**src/rtl/mem_arbiter_if.sv**
```systemverilog
// Requester handshakes, responses and memory strobes around mem_arbiter.
// The slave modport is the arbiter's view; master is the requesters/memory side.
interface mem_arbiter_if;
  logic        if_req_valid;
  logic        if_req_ready;
  logic [31:0] if_req_addr;
  logic        if_rsp_valid;
  logic [31:0] if_rsp_data;
  logic        if_rsp_error;

  logic        ls_req_valid;
  logic        ls_req_ready;
  logic        ls_req_write;
  logic [31:0] ls_req_addr;
  logic [31:0] ls_req_wdata;
  logic        ls_rsp_valid;
  logic [31:0] ls_rsp_data;
  logic        ls_rsp_error;

  logic        mem_read_enable;
  logic [31:0] mem_read_address;
  logic [31:0] mem_read_value;
  logic        mem_write_enable;
  logic [31:0] mem_write_address;
  logic [31:0] mem_write_value;

  logic        busy;

  modport slave (
    input  if_req_valid, if_req_addr,
    input  ls_req_valid, ls_req_write, ls_req_addr, ls_req_wdata,
    input  mem_read_value,
    output if_req_ready, if_rsp_valid, if_rsp_data, if_rsp_error,
    output ls_req_ready, ls_rsp_valid, ls_rsp_data, ls_rsp_error,
    output mem_read_enable, mem_read_address,
    output mem_write_enable, mem_write_address, mem_write_value,
    output busy
  );

  modport master (
    output if_req_valid, if_req_addr,
    output ls_req_valid, ls_req_write, ls_req_addr, ls_req_wdata,
    output mem_read_value,
    input  if_req_ready, if_rsp_valid, if_rsp_data, if_rsp_error,
    input  ls_req_ready, ls_rsp_valid, ls_rsp_data, ls_rsp_error,
    input  mem_read_enable, mem_read_address,
    input  mem_write_enable, mem_write_address, mem_write_value,
    input  busy
  );
endinterface

```
**src/rtl/mem_arbiter.sv**
```systemverilog
// Two-port (fetch / load-store) arbiter for a single-port word memory with
// registered read/write strobes, one transaction in flight, starvation guard for IF.
module mem_arbiter #(
  parameter int MEMORY_SIZE  = 1024,
  parameter int STARVE_LIMIT = 4
) (
  input logic          clock,
  input logic          reset_n,
  mem_arbiter_if.slave bus
);

  typedef enum logic [1:0] {IDLE, ISSUE, WAIT, RESP} state_e;

  localparam logic [3:0]  LIMIT     = 4'(STARVE_LIMIT);
  localparam logic [31:0] MEM_WORDS = 32'(MEMORY_SIZE);

  state_e      state_q;
  logic        owner_ls_q;
  logic        write_q;
  logic [3:0]  starve_q, starve_d;

  logic        mem_re_q, mem_we_q;
  logic [31:0] mem_raddr_q, mem_waddr_q, mem_wdata_q;

  logic        if_rsp_valid_q, if_rsp_error_q;
  logic [31:0] if_rsp_data_q;
  logic        ls_rsp_valid_q, ls_rsp_error_q;
  logic [31:0] ls_rsp_data_q;

  logic        if_ready, ls_ready, if_accept, ls_accept, req_write, req_err;
  logic [31:0] req_addr;

  // NOTE: every signal written here gets a default first, so no latch is inferred.
  always_comb begin
    if_ready = 1'b0;
    ls_ready = 1'b0;
    if (reset_n && state_q == IDLE) begin
      if (starve_q == LIMIT) begin
        if_ready = 1'b1;
        ls_ready = !bus.if_req_valid;
      end else begin
        ls_ready = 1'b1;
        if_ready = !bus.ls_req_valid;
      end
    end
    if_accept = if_ready & bus.if_req_valid;
    ls_accept = ls_ready & bus.ls_req_valid;
    req_addr  = ls_accept ? bus.ls_req_addr : bus.if_req_addr;
    req_write = ls_accept & bus.ls_req_write;
    req_err   = (req_addr >= MEM_WORDS);

    starve_d = starve_q;
    if (if_accept)
      starve_d = '0;
    else if (ls_accept && bus.if_req_valid && starve_q != LIMIT)
      starve_d = starve_q + 4'd1;
  end

  // NOTE: sequential state uses non-blocking assignments so every register
  // samples the pre-edge values and updates together.
  always_ff @(posedge clock or negedge reset_n) begin
    if (!reset_n) begin
      state_q        <= IDLE;
      owner_ls_q     <= 1'b0;
      write_q        <= 1'b0;
      starve_q       <= '0;
      mem_re_q       <= 1'b0;
      mem_we_q       <= 1'b0;
      mem_raddr_q    <= '0;
      mem_waddr_q    <= '0;
      mem_wdata_q    <= '0;
      if_rsp_valid_q <= 1'b0;
      if_rsp_error_q <= 1'b0;
      if_rsp_data_q  <= '0;
      ls_rsp_valid_q <= 1'b0;
      ls_rsp_error_q <= 1'b0;
      ls_rsp_data_q  <= '0;
    end else begin
      // Strobes last exactly one cycle; addresses, data and response fields hold.
      mem_re_q       <= 1'b0;
      mem_we_q       <= 1'b0;
      if_rsp_valid_q <= 1'b0;
      ls_rsp_valid_q <= 1'b0;
      starve_q       <= starve_d;

      case (state_q)
        IDLE: begin
          if (if_accept || ls_accept) begin
            owner_ls_q <= ls_accept;
            write_q    <= req_write;
            if (req_err) begin
              state_q <= RESP;
              if (ls_accept) begin
                ls_rsp_valid_q <= 1'b1;
                ls_rsp_data_q  <= '0;
                ls_rsp_error_q <= 1'b1;
              end else begin
                if_rsp_valid_q <= 1'b1;
                if_rsp_data_q  <= '0;
                if_rsp_error_q <= 1'b1;
              end
            end else begin
              state_q <= ISSUE;
              if (req_write) begin
                mem_we_q    <= 1'b1;
                mem_waddr_q <= req_addr;
                mem_wdata_q <= bus.ls_req_wdata;
              end else begin
                mem_re_q    <= 1'b1;
                mem_raddr_q <= req_addr;
              end
            end
          end
        end
        ISSUE: begin
          if (write_q) begin
            // Only the LS port can store, so the ack always goes there.
            state_q        <= RESP;
            ls_rsp_valid_q <= 1'b1;
            ls_rsp_data_q  <= '0;
            ls_rsp_error_q <= 1'b0;
          end else begin
            state_q <= WAIT;
          end
        end
        WAIT: begin
          state_q <= RESP;
          if (owner_ls_q) begin
            ls_rsp_valid_q <= 1'b1;
            ls_rsp_data_q  <= bus.mem_read_value;
            ls_rsp_error_q <= 1'b0;
          end else begin
            if_rsp_valid_q <= 1'b1;
            if_rsp_data_q  <= bus.mem_read_value;
            if_rsp_error_q <= 1'b0;
          end
        end
        RESP: state_q <= IDLE;
        default: state_q <= IDLE;
      endcase
    end
  end

  assign bus.if_req_ready      = if_ready;
  assign bus.ls_req_ready      = ls_ready;
  assign bus.if_rsp_valid      = if_rsp_valid_q;
  assign bus.if_rsp_data       = if_rsp_data_q;
  assign bus.if_rsp_error      = if_rsp_error_q;
  assign bus.ls_rsp_valid      = ls_rsp_valid_q;
  assign bus.ls_rsp_data       = ls_rsp_data_q;
  assign bus.ls_rsp_error      = ls_rsp_error_q;
  assign bus.mem_read_enable   = mem_re_q;
  assign bus.mem_read_address  = mem_raddr_q;
  assign bus.mem_write_enable  = mem_we_q;
  assign bus.mem_write_address = mem_waddr_q;
  assign bus.mem_write_value   = mem_wdata_q;
  assign bus.busy              = (state_q != IDLE);

endmodule

```
**src/flat_wrapper.sv**
```systemverilog
// flat-port wrapper written by rule: the top's interface ports become plain ports
module mem_arbiter_flat 
#(
  parameter int MEMORY_SIZE  = 1024,
  parameter int STARVE_LIMIT = 4
)
  (clock, reset_n, bus_if_req_valid, bus_if_req_addr, bus_ls_req_valid, bus_ls_req_write, bus_ls_req_addr, bus_ls_req_wdata, bus_mem_read_value, bus_if_req_ready, bus_if_rsp_valid, bus_if_rsp_data, bus_if_rsp_error, bus_ls_req_ready, bus_ls_rsp_valid, bus_ls_rsp_data, bus_ls_rsp_error, bus_mem_read_enable, bus_mem_read_address, bus_mem_write_enable, bus_mem_write_address, bus_mem_write_value, bus_busy);
  mem_arbiter_if bus_i ();
  input logic clock;
  input logic reset_n;
  input wire logic [$bits(bus_i.if_req_valid)-1:0] bus_if_req_valid;
  input wire logic [$bits(bus_i.if_req_addr)-1:0] bus_if_req_addr;
  input wire logic [$bits(bus_i.ls_req_valid)-1:0] bus_ls_req_valid;
  input wire logic [$bits(bus_i.ls_req_write)-1:0] bus_ls_req_write;
  input wire logic [$bits(bus_i.ls_req_addr)-1:0] bus_ls_req_addr;
  input wire logic [$bits(bus_i.ls_req_wdata)-1:0] bus_ls_req_wdata;
  input wire logic [$bits(bus_i.mem_read_value)-1:0] bus_mem_read_value;
  output wire logic [$bits(bus_i.if_req_ready)-1:0] bus_if_req_ready;
  output wire logic [$bits(bus_i.if_rsp_valid)-1:0] bus_if_rsp_valid;
  output wire logic [$bits(bus_i.if_rsp_data)-1:0] bus_if_rsp_data;
  output wire logic [$bits(bus_i.if_rsp_error)-1:0] bus_if_rsp_error;
  output wire logic [$bits(bus_i.ls_req_ready)-1:0] bus_ls_req_ready;
  output wire logic [$bits(bus_i.ls_rsp_valid)-1:0] bus_ls_rsp_valid;
  output wire logic [$bits(bus_i.ls_rsp_data)-1:0] bus_ls_rsp_data;
  output wire logic [$bits(bus_i.ls_rsp_error)-1:0] bus_ls_rsp_error;
  output wire logic [$bits(bus_i.mem_read_enable)-1:0] bus_mem_read_enable;
  output wire logic [$bits(bus_i.mem_read_address)-1:0] bus_mem_read_address;
  output wire logic [$bits(bus_i.mem_write_enable)-1:0] bus_mem_write_enable;
  output wire logic [$bits(bus_i.mem_write_address)-1:0] bus_mem_write_address;
  output wire logic [$bits(bus_i.mem_write_value)-1:0] bus_mem_write_value;
  output wire logic [$bits(bus_i.busy)-1:0] bus_busy;
  assign bus_i.if_req_valid = bus_if_req_valid;
  assign bus_i.if_req_addr = bus_if_req_addr;
  assign bus_i.ls_req_valid = bus_ls_req_valid;
  assign bus_i.ls_req_write = bus_ls_req_write;
  assign bus_i.ls_req_addr = bus_ls_req_addr;
  assign bus_i.ls_req_wdata = bus_ls_req_wdata;
  assign bus_i.mem_read_value = bus_mem_read_value;
  assign bus_if_req_ready = bus_i.if_req_ready;
  assign bus_if_rsp_valid = bus_i.if_rsp_valid;
  assign bus_if_rsp_data = bus_i.if_rsp_data;
  assign bus_if_rsp_error = bus_i.if_rsp_error;
  assign bus_ls_req_ready = bus_i.ls_req_ready;
  assign bus_ls_rsp_valid = bus_i.ls_rsp_valid;
  assign bus_ls_rsp_data = bus_i.ls_rsp_data;
  assign bus_ls_rsp_error = bus_i.ls_rsp_error;
  assign bus_mem_read_enable = bus_i.mem_read_enable;
  assign bus_mem_read_address = bus_i.mem_read_address;
  assign bus_mem_write_enable = bus_i.mem_write_enable;
  assign bus_mem_write_address = bus_i.mem_write_address;
  assign bus_mem_write_value = bus_i.mem_write_value;
  assign bus_busy = bus_i.busy;
  mem_arbiter #(.MEMORY_SIZE(MEMORY_SIZE), .STARVE_LIMIT(STARVE_LIMIT)) u_core (.clock(clock), .reset_n(reset_n), .bus(bus_i));
endmodule
```
**config.mk**
```make
export PLATFORM = sky130hd
export DESIGN_NAME = mem_arbiter_flat
export DESIGN_NICKNAME = d
export VERILOG_FILES = /design/src/rtl/mem_arbiter_if.sv /design/src/rtl/mem_arbiter.sv /design/src/flat_wrapper.sv
export SDC_FILE = /design/constraint.sdc
export NUM_CORES = 1
export LEC_CHECK = 0
export CORE_ASPECT_RATIO = 1.2
export CORE_UTILIZATION = 44
export CTS_BUF_LIST = sky130_fd_sc_hd__clkbuf_8
export DETAILED_ROUTE_END_ITERATION = 12
export PLACE_DENSITY = 0.82
export REMOVE_ABC_BUFFERS = 1
export SLEW_MARGIN = 20
export SYNTH_ARGS = -nofsm -noshare
export SYNTH_HDL_FRONTEND = slang
export SYNTH_SLANG_ARGS = --single-unit
```
**constraint.sdc**
```tcl
create_clock -name clock -period 2.95 [get_ports clock]
set_input_delay 0.885 -clock clock [delete_from_list [all_inputs] [get_ports clock]]
set_output_delay 0.885 -clock clock [all_outputs]
set_load 0.05 [all_outputs]
```
-- Word-level counts from Yosys, hierarchy flattened
Index checks and enable logic that the tools add are counted.
- add/subtract/negate cells: 1
- magnitude comparators: 1
- equal/unequal tests: 12
- muxes and demuxes: 52
- bitwise operators: 5
- reduce and logical (&&, ||, !) cells: 16
- operator list (kind ; number):
    32-bit 2-to-1 mux ; 10
    32-bit case mux with 3 select lines ; 1
    32-bit case mux with 2 select lines ; 1
    32-bit by 11-bit greater-or-equal comparator with 1-bit output, second input constant ; 1
    1-bit 2-to-1 mux ; 31
    4-bit 2-to-1 mux ; 2
    2-bit by 1-bit != test with 1-bit output, second input constant ; 4
    2-bit case mux with 4 select lines ; 1
    4-bit AND reduction ; 2
    2-bit != test, second input constant ; 3
    1-bit case mux with 3 select lines ; 2
    6-bit AND reduction ; 1
    2-bit nonzero test ; 3
    5-bit AND reduction ; 1
    4-bit by 1-bit adder with 4-bit output, second input constant ; 1
    2-bit == test, second input constant ; 2
    4-bit by 3-bit == test with 1-bit output, second input constant ; 1
    2-bit 2-to-1 mux ; 2
    4-bit by 3-bit != test with 1-bit output, second input constant ; 1
    1-bit case mux with 2 select lines ; 2
    1-bit AND ; 3
    1-bit logical AND ; 3
    3-bit nonzero test ; 1
    2-bit by 1-bit == test with 1-bit output, second input constant ; 1
    5 further kinds ; 7
- register bits: 174
- input bits: 133
- output and inout bits: 169
- logic and storage cells: 102

-- Logic depth before layout (Yosys ltp)
Gate-level depths: netlist (run 1).
- depth in word-level cells: 9
- depth in mapped cells: 9
- mapped depth without buffers: 7

-- Worst setup path before layout (run 1)
No wires, ideal clock.
- path kind: input to output
- from: input port bus_ls_req_valid
- to: output port bus_if_req_ready
- arrival time: 1.648 ns
- data required time: 2.065 ns
- slack: 0.417 ns
- stages on the path: 3
- path buffers: 1
- cells stage by stage: buf_2 nand2_1 and3_1
- cells in the longest elaborated chain, start to end: 3
- RTL lines (element ; line ; source):
    from (decl) ; flat_wrapper.sv:13 ; input wire logic [$bits(bus_i.ls_req_valid)-1:0] bus_ls_req_valid;
    1-bit logical NOT ; mem_arbiter.sv:43 ; if_ready = !bus.ls_req_valid;
    1-bit 2-to-1 mux ; mem_arbiter.sv:38 ; if (starve_q == LIMIT) begin
    1-bit 2-to-1 mux ; mem_arbiter.sv:37 ; if (reset_n && state_q == IDLE) begin
    to (decl) ; flat_wrapper.sv:18 ; output wire logic [$bits(bus_i.if_req_ready)-1:0] bus_if_req_ready;
Every way passes these cells.

-- Worst setup path in the final report (run 1)
- from: input port bus_if_req_valid
- to: output port bus_ls_req_ready
- cells in the longest elaborated chain, start to end: 3
- RTL lines (element ; line ; source):
    from (decl) ; flat_wrapper.sv:11 ; input wire logic [$bits(bus_i.if_req_valid)-1:0] bus_if_req_valid;
    1-bit logical NOT ; mem_arbiter.sv:40 ; ls_ready = !bus.if_req_valid;
    1-bit 2-to-1 mux ; mem_arbiter.sv:38 ;
    1-bit 2-to-1 mux ; mem_arbiter.sv:37 ;
    to (decl) ; flat_wrapper.sv:22 ; output wire logic [$bits(bus_i.ls_req_ready)-1:0] bus_ls_req_ready;
Every way passes these cells.

==> results.md, run 1 <==
- Compound-gate portion of the synthesized area: 2.61%
- Crit end category: output pin
- Synth warn: 0
- Vias in the first global route: 5790
- Synth Area in Simple Gates: 11.1%
- Commonest non-fill, non-tap cell in the layout: clkdlybuf4s50_1
- GPL Wtd Cong: 0.795
- XOR/XNOR Fraction of Synth Area: 0%
- Static leakage: 5.17 nW
- Largest family of logic cells by synthesized area: multiplexers
- VDD IR max: 0.352 mV
- Crit-path slowest cell: clkdlybuf4s50_1
- Critical-path cell list: clkdlybuf4s50_1 -> nand4b_2 -> and3_4 -> buf_12
- Largest stage delay, worst path: 0.55 ns
- Async S/R FF share, synth: 100%
- Initial antenna violation count: 0
- Vias: 5174
- First-pass GRT wire length: 29600 um
- Final worst slack: 0.0684 ns
- Detailed Place HPWL: 13700 um
- Place WS: -0.0632 ns
- Met3 routed wirelength: 1480 um
- Number of synthesized flops with an enable pin: 0
- CTS sink count: 174
- Synth area leader: dfrtp_1
- Sequential cell area: 0.00435 mm2
- Multi-input gate area: 0.00269 mm2
- Crit path depth: 4
- Core Rows: 51
- Synth Area in Adders: 1.20%
- CTS Buffer Depth: 2
- Root buf cell: clkbuf_8
- Drt first pass iters: 4
- Setup CP Type: in2out
- Post-synthesis sequential area ratio: 59.8%
- F_max: 347 MHz
- Layout area overhead: 53.1%
- DR DRC count: 0
- Worst-margin pin slew: 0.849 ns
- I/O pin count: 302
- Wire length per cell: 17.7 um
- Clock slew at reported path FFs: 0.09 ns
- TritonCTS buffer count: 17
- Cell Area, Synth: 0.00728 mm2
- Synth Instances: 498
- Met2 wire length: 9510 um
- Final min period: 2.88 ns
- Most frequent cells in the layout: 296 x clkdlybuf4s50_1, 174 x dfrtp_1, 83 x mux2_2, 54 x and2_1, 36 x mux2_4
- Area share of the largest cell type after synthesis: 59.8%
- Most used DFF post-synth: dfrtp_1
- Reg2reg start: u_core.starve_q[0]$_DFFE_PN0P_
- Fillers: 1133
- HP Class: in2async
- Slew margin rel.: 43.4%
- Final Non-Filler Cells: 1048
- Type of origin of the critical path: input pin
- Mux cell area share after synthesis: 22.0%
- R2r endpoint: u_core.bus.if_rsp_data[31]$_DFFE_PN0P_
- Worst path buffer plus inverter count: 2
- Synth cell types: 45
- CTS hold repair buffers: 0
- Final hold violations: 0
- Die Wd: 119 um
- Fin crit share: 97.7%
- Top delay family on crit path: buffers and inverters
- Antenna Nets Post-Route: 0
- Arrival time at the worst endpoint: 2.00 ns
- Placed cells: 1016
- Core Box Area: 0.0162 mm2
- Starting density of the core: 44.9%
- WP data required: 2.07 ns
- Syn Area/Cell: 14.6 um2
- Run status: completed
- Leading post-synthesis cells by cell area: dfrtp_1 60%, mux2_2 13%, mux2_4 7.4%
- Flops & latches, synth: 174
- Die area: 0.0171 mm2
- Net count, final: 963
- Final hold slack: 0.269 ns
- Routed wire length: 18500 um
- DRT iter0 DRCs: 281
- Reg2reg path depth: 10
- Max Slew Vio Count: 0
- H-Tree Level Count: 4
- Layout cells sized above 1: 23.9%
- Grt ovf: 0
- CTS tree: built
- MaxCap Viol Count: 0
- Final Skew: 0.0167 ns
- WL met1: 7100 um
- Largest net degree at the start of global routing: 165
- DR vias/cell: 4.94
- Worst-skew pair later-pin latency: 0.44 ns
- N_diodes: 0
- Worst-path fanout max: 4
- RSZ-0062 raised after global routing: no
- PD cells: 818 mW/mm2
- Die height: 143 um
- R2R setup slack: 0.62 ns
- # port buffers: 301
- Final setup violation count: 0
- Max Used Layer: met4
- Final TNS setup: 0 ns
- Gr usage total: 22.3%
## per-stage QoR
stage	power, mW	cell area (um2)	util [%]
after detailed placement	7.28	10700	65.8
final	9.11	11100	68.7
after CTS	9.17	11100	68.7
after global routing	9.50	11100	68.7
after floorplan	5.44	7080	-
after global placement	7.18	10700	65.8
## per-layer routing
layer	track usage [%]	up-vias
met3	7.39	33
met1	25.6	2568
met5	0	-
met2	38.7	219
met4	8.68	0
li1	-	2354
## worst max-delay path by stage
stage / start / to / slack, ns
finish: bus_if_req_valid / bus_ls_req_ready / 0.07
global route: bus_if_req_valid / bus_ls_req_ready / 0.02
CTS: bus_ls_req_valid / bus_if_req_ready / 0.01
detailed placement: bus_ls_req_valid / u_core.bus.if_rsp_data[16]$_DFFE_PN0P_ / -0.06
global placement: bus_ls_req_valid / u_core.bus.if_rsp_data[16]$_DFFE_PN0P_ / -0.02
floorplan: u_core.state_q[0]$_DFFE_PN0N_ / u_core.bus.if_rsp_error$_DFFE_PN0P_ / -2.89
## flip-flops by register name, indices dropped and copies added, names as in the netlist, 2 cells and up
name,flops
u_core.starve_q,4
u_core.bus.mem_read_address,32
u_core.bus.mem_write_address,32
u_core.bus.mem_write_value,32
u_core.state_q,2
u_core.bus.if_rsp_data,32
u_core.bus.ls_rsp_data,32
## synthesized netlist by cell type, types with 2 or more instances
cell	number
a21oi_1	4
buf_12	3
mux2_4	36
nand2_1	10
mux2_1	7
nor2_1	8
inv_1	11
nand4_1	2
nor4_1	6
nand3_2	2
buf_6	5
mux2_2	83
clkbuf_1	6
nor4_2	4
nand3_1	4
o21ai_0	8
a22oi_1	2
ha_1	7
nor2b_1	23
mux2i_1	3
dfrtp_1	174
and2_1	54
and3_1	6
buf_2	9
## report_power, final
part	internal (mW)	switching (mW)	leakage, nW
Sequential	2.80	0.260	2.38
Combinational	1.77	2.40	2.56
Clock	0.992	0.889	0.232
Total	5.56	3.55	5.17
## area by class of cell
type,instances,area share (%)
multi-input cells,289,24.1
well taps,212,2.38
repair buffers,330,29.9
clock buffers,19,2.35
flip-flops and latches,174,39.1
clock inverters,13,1.79
inverters,11,0.371
## cell families after synthesis
group | after synthesis
and+or+nand+nor | 126
DFF | 174
buffers and inverters | 35
AOI/OAI and AO/OA | 26
muxes | 130
adders and majority gates | 7
## repair_timing
action                                  in CTS  in global routing
buffers inserted                             0                  0
resized for setup                            0                  3
endpoints found under the setup margin       0                  2
Power figures use the tool's default switching activity.
==> inputs of run 2 (changes only) <==
--- a/config.mk
+++ b/config.mk
@@ -5,6 +5,7 @@
 export SDC_FILE = /design/constraint.sdc
 export NUM_CORES = 1
 export LEC_CHECK = 0
+export CAP_MARGIN = 15
 export CORE_ASPECT_RATIO = 1.2
 export CORE_UTILIZATION = 44
 export CTS_BUF_LIST = sky130_fd_sc_hd__clkbuf_8
==> constraint.sdc (replaced) <==
create_clock -name clock -period 2.9 [get_ports clock]
set_input_delay 0.87 -clock clock [delete_from_list [all_inputs] [get_ports clock]]
set_output_delay 0.87 -clock clock [all_outputs]
set_load 0.05 [all_outputs]
==> results.md, run 2 (synthesis results as in run 1) <==
- Slew margin rel.: 40.9% (was 43.4%)
- TritonCTS buffer count: 17 (unchanged)
- DR vias/cell: 4.89 (was 4.94)
- N_diodes: 0 (unchanged)
- Static leakage: 5.17 nW (about the same)
- DR DRC count: 0 (unchanged)
- Final Power: 9.13 mW (was 9.11 mW)
- Final hold violations: 0 (unchanged)
- Placed cells: 1018 (was 1016)
- Drt first pass iters: 7 (was 4)
- Die Wd: 119 um (unchanged)
- Final setup violation count: 0 (unchanged)
- GPL Wtd Cong: 0.795 (about the same)
- Type of origin of the critical path: flop (was input pin)
- Antenna Nets Post-Route: 0 (unchanged)
- Crit end category: output pin (unchanged)
- Root buf cell: clkbuf_8 (unchanged)
- Final worst slack: 0.221 ns (was 0.0684 ns)
- Fillers: 1157 (was 1133)
- Clock slew at reported path FFs: 0.09 ns (about the same)
- Fin crit share: 92.4%
- MaxCap Viol Count: 0 (unchanged)
- Largest net degree at the start of global routing: 165 (unchanged)
- Postcts setup bufs: 0 (unchanged)
- Setup CP Type: reg2out (was in2out)
- CTS sink count: 174 (unchanged)
- F_max: 373 MHz
- Run status: completed (unchanged)
- Die area: 0.0171 mm2 (unchanged)
- HP Class: in2async (unchanged)
- # port buffers: 301 (unchanged)
- Net count, final: 965 (was 963)
- Initial antenna violation count: 0 (unchanged)
- WP data required: 2.03 ns (was 2.07 ns)
- Worst-margin pin slew: 0.886 ns (was 0.849 ns)
- Worst-skew pair later-pin latency: 0.44 ns (about the same)
- Commonest non-fill, non-tap cell in the layout: clkdlybuf4s50_1 (unchanged)
- Layout area overhead: 52.7% (was 53.1%)
- First-pass GRT wire length: 29000 um (was 29600 um)
- PD cells: 822 mW/mm2 (was 818 mW/mm2)
- Detailed Place HPWL: 13600 um (was 13700 um)
- VDD IR max: 0.361 mV (was 0.352 mV)
- Arrival time at the worst endpoint: 1.81 ns (was 2.00 ns)
- I/O pin count: 302 (unchanged)
- Sequential cell area: 0.00435 mm2 (unchanged)
- RSZ-0062 raised after global routing: no (unchanged)
- Wire length per cell: 17.5 um (was 17.7 um)
- Most frequent cells in the layout: 295 x clkdlybuf4s50_1, 174 x dfrtp_1, 83 x mux2_2, 54 x and2_1, 36 x mux2_4 (was 296 x clkdlybuf4s50_1, 174 x dfrtp_1, 83 x mux2_2, 54 x and2_1, 36 x mux2_4)
- Grt ovf: 0 (unchanged)
- Vias in the first global route: 5643 (was 5790)
- Die height: 143 um (unchanged)
- Core Box Area: 0.0162 mm2 (unchanged)
- Fin util: 68.5% (was 68.7%)
- Core Rows: 51 (unchanged)
- CTS tree: built (unchanged)
- Vias: 5137 (was 5174)
- Final hold slack: 0.256 ns (was 0.269 ns)
- Starting density of the core: 44.9% (unchanged)
- Routed wire length: 18400 um (was 18500 um)
- Worst-path fanout max: 5 (was 4)
- DRT iter0 DRCs: 152 (was 281)
- Gr usage total: 21.9% (was 22.3%)
- Final min period: 2.68 ns
- Multi-input gate area: 0.00268 mm2 (was 0.00269 mm2)
- Final Skew: 0.0165 ns (was 0.0167 ns)
- H-Tree Level Count: 4 (unchanged)
- Final Non-Filler Cells: 1050 (was 1048)
- Place WS: -0.103 ns (was -0.0632 ns)
- Max Slew Vio Count: 0 (unchanged)
- Layout cells sized above 1: 23.9% (about the same)
- CTS Buffer Depth: 2 (unchanged)
[run 2: metrics by stage]
step / cell area [um2] / setup TNS [ns]
2_1_floorplan: 7080 / -99.35
3_3_place_gp: 10700 / -0.535
3_5_place_dp: 10700 / -6.36
4_1_cts: 11100 / 0
5_1_grt: 11100 / 0
6_report: 11100 / 0
[run 2: critical path, stage by stage (launching register included)]
cell and delay (ns):
dfrtp_1 0.43, inv_1 0.06, ha_1 0.22, nand3b_1 0.16
nand2_1 0.11, and3_1 0.23, buf_12 0.15
[run 2: area by class of cell]
| cell class | count | area share, % |
|---|---|---|
| Inverter | 11 | 0.372 |
| Clock inverter | 15 | 1.66 |
| Timing Repair Buffer | 332 | 30.1 |
| Sequential cell | 174 | 39.2 |
| Multi-Input combinational cell | 289 | 24.2 |
| Clock buffer | 17 | 2.11 |
| Tap cell | 212 | 2.39 |
[run 2: report_power, final]
group          switching (mW)  internal (mW)  total (mW)
registers               0.265           2.85        3.11
clock network           0.889          0.866        1.75
logic                    2.46           1.80        4.26
[run 2: routing by layer]
| layer | routed length [um] | global-route usage (%) |
|---|---|---|
| met5 | 0 | 0 |
| met1 | 7130 | 24.6 |
| met3 | 1540 | 8.31 |
| met2 | 9280 | 37.9 |
| met4 | 476 | 8.03 |
[run 2: repair_timing]
action,4_1_cts,5_1_grt
hold buffers,0,0
endpoints found under the setup margin,0,2
resized for setup,0,3
[run 2: path summary, 6_finish.rpt]
| check | start | endpoint | slack, ns | cells past startpoint |
|---|---|---|---|---|
| max | u_core.starve_q[0]$_DFFE_PN0P_ | bus_if_req_ready | 0.22 | 6 |
| min | reset_n | u_core.bus.mem_write_enable$_DFF_PN0_ | 0.26 | 1 |
| max reg2reg | u_core.state_q[0]$_DFFE_PN0N_ | u_core.bus.if_rsp_data[17]$_DFFE_PN0P_ | 0.56 | 8 |
| min reg2reg | u_core.bus.mem_write_address[26]$_DFFE_PN0P_ | u_core.bus.mem_write_address[26]$_DFFE_PN0P_ | 0.49 | 1 |
| max in group asynchronous | reset_n | u_core.state_q[0]$_DFFE_PN0N_ | 1.51 | 2 |
| min in group clock | u_core.bus.mem_write_address[26]$_DFFE_PN0P_ | u_core.bus.mem_write_address[26]$_DFFE_PN0P_ | 0.49 | 1 |
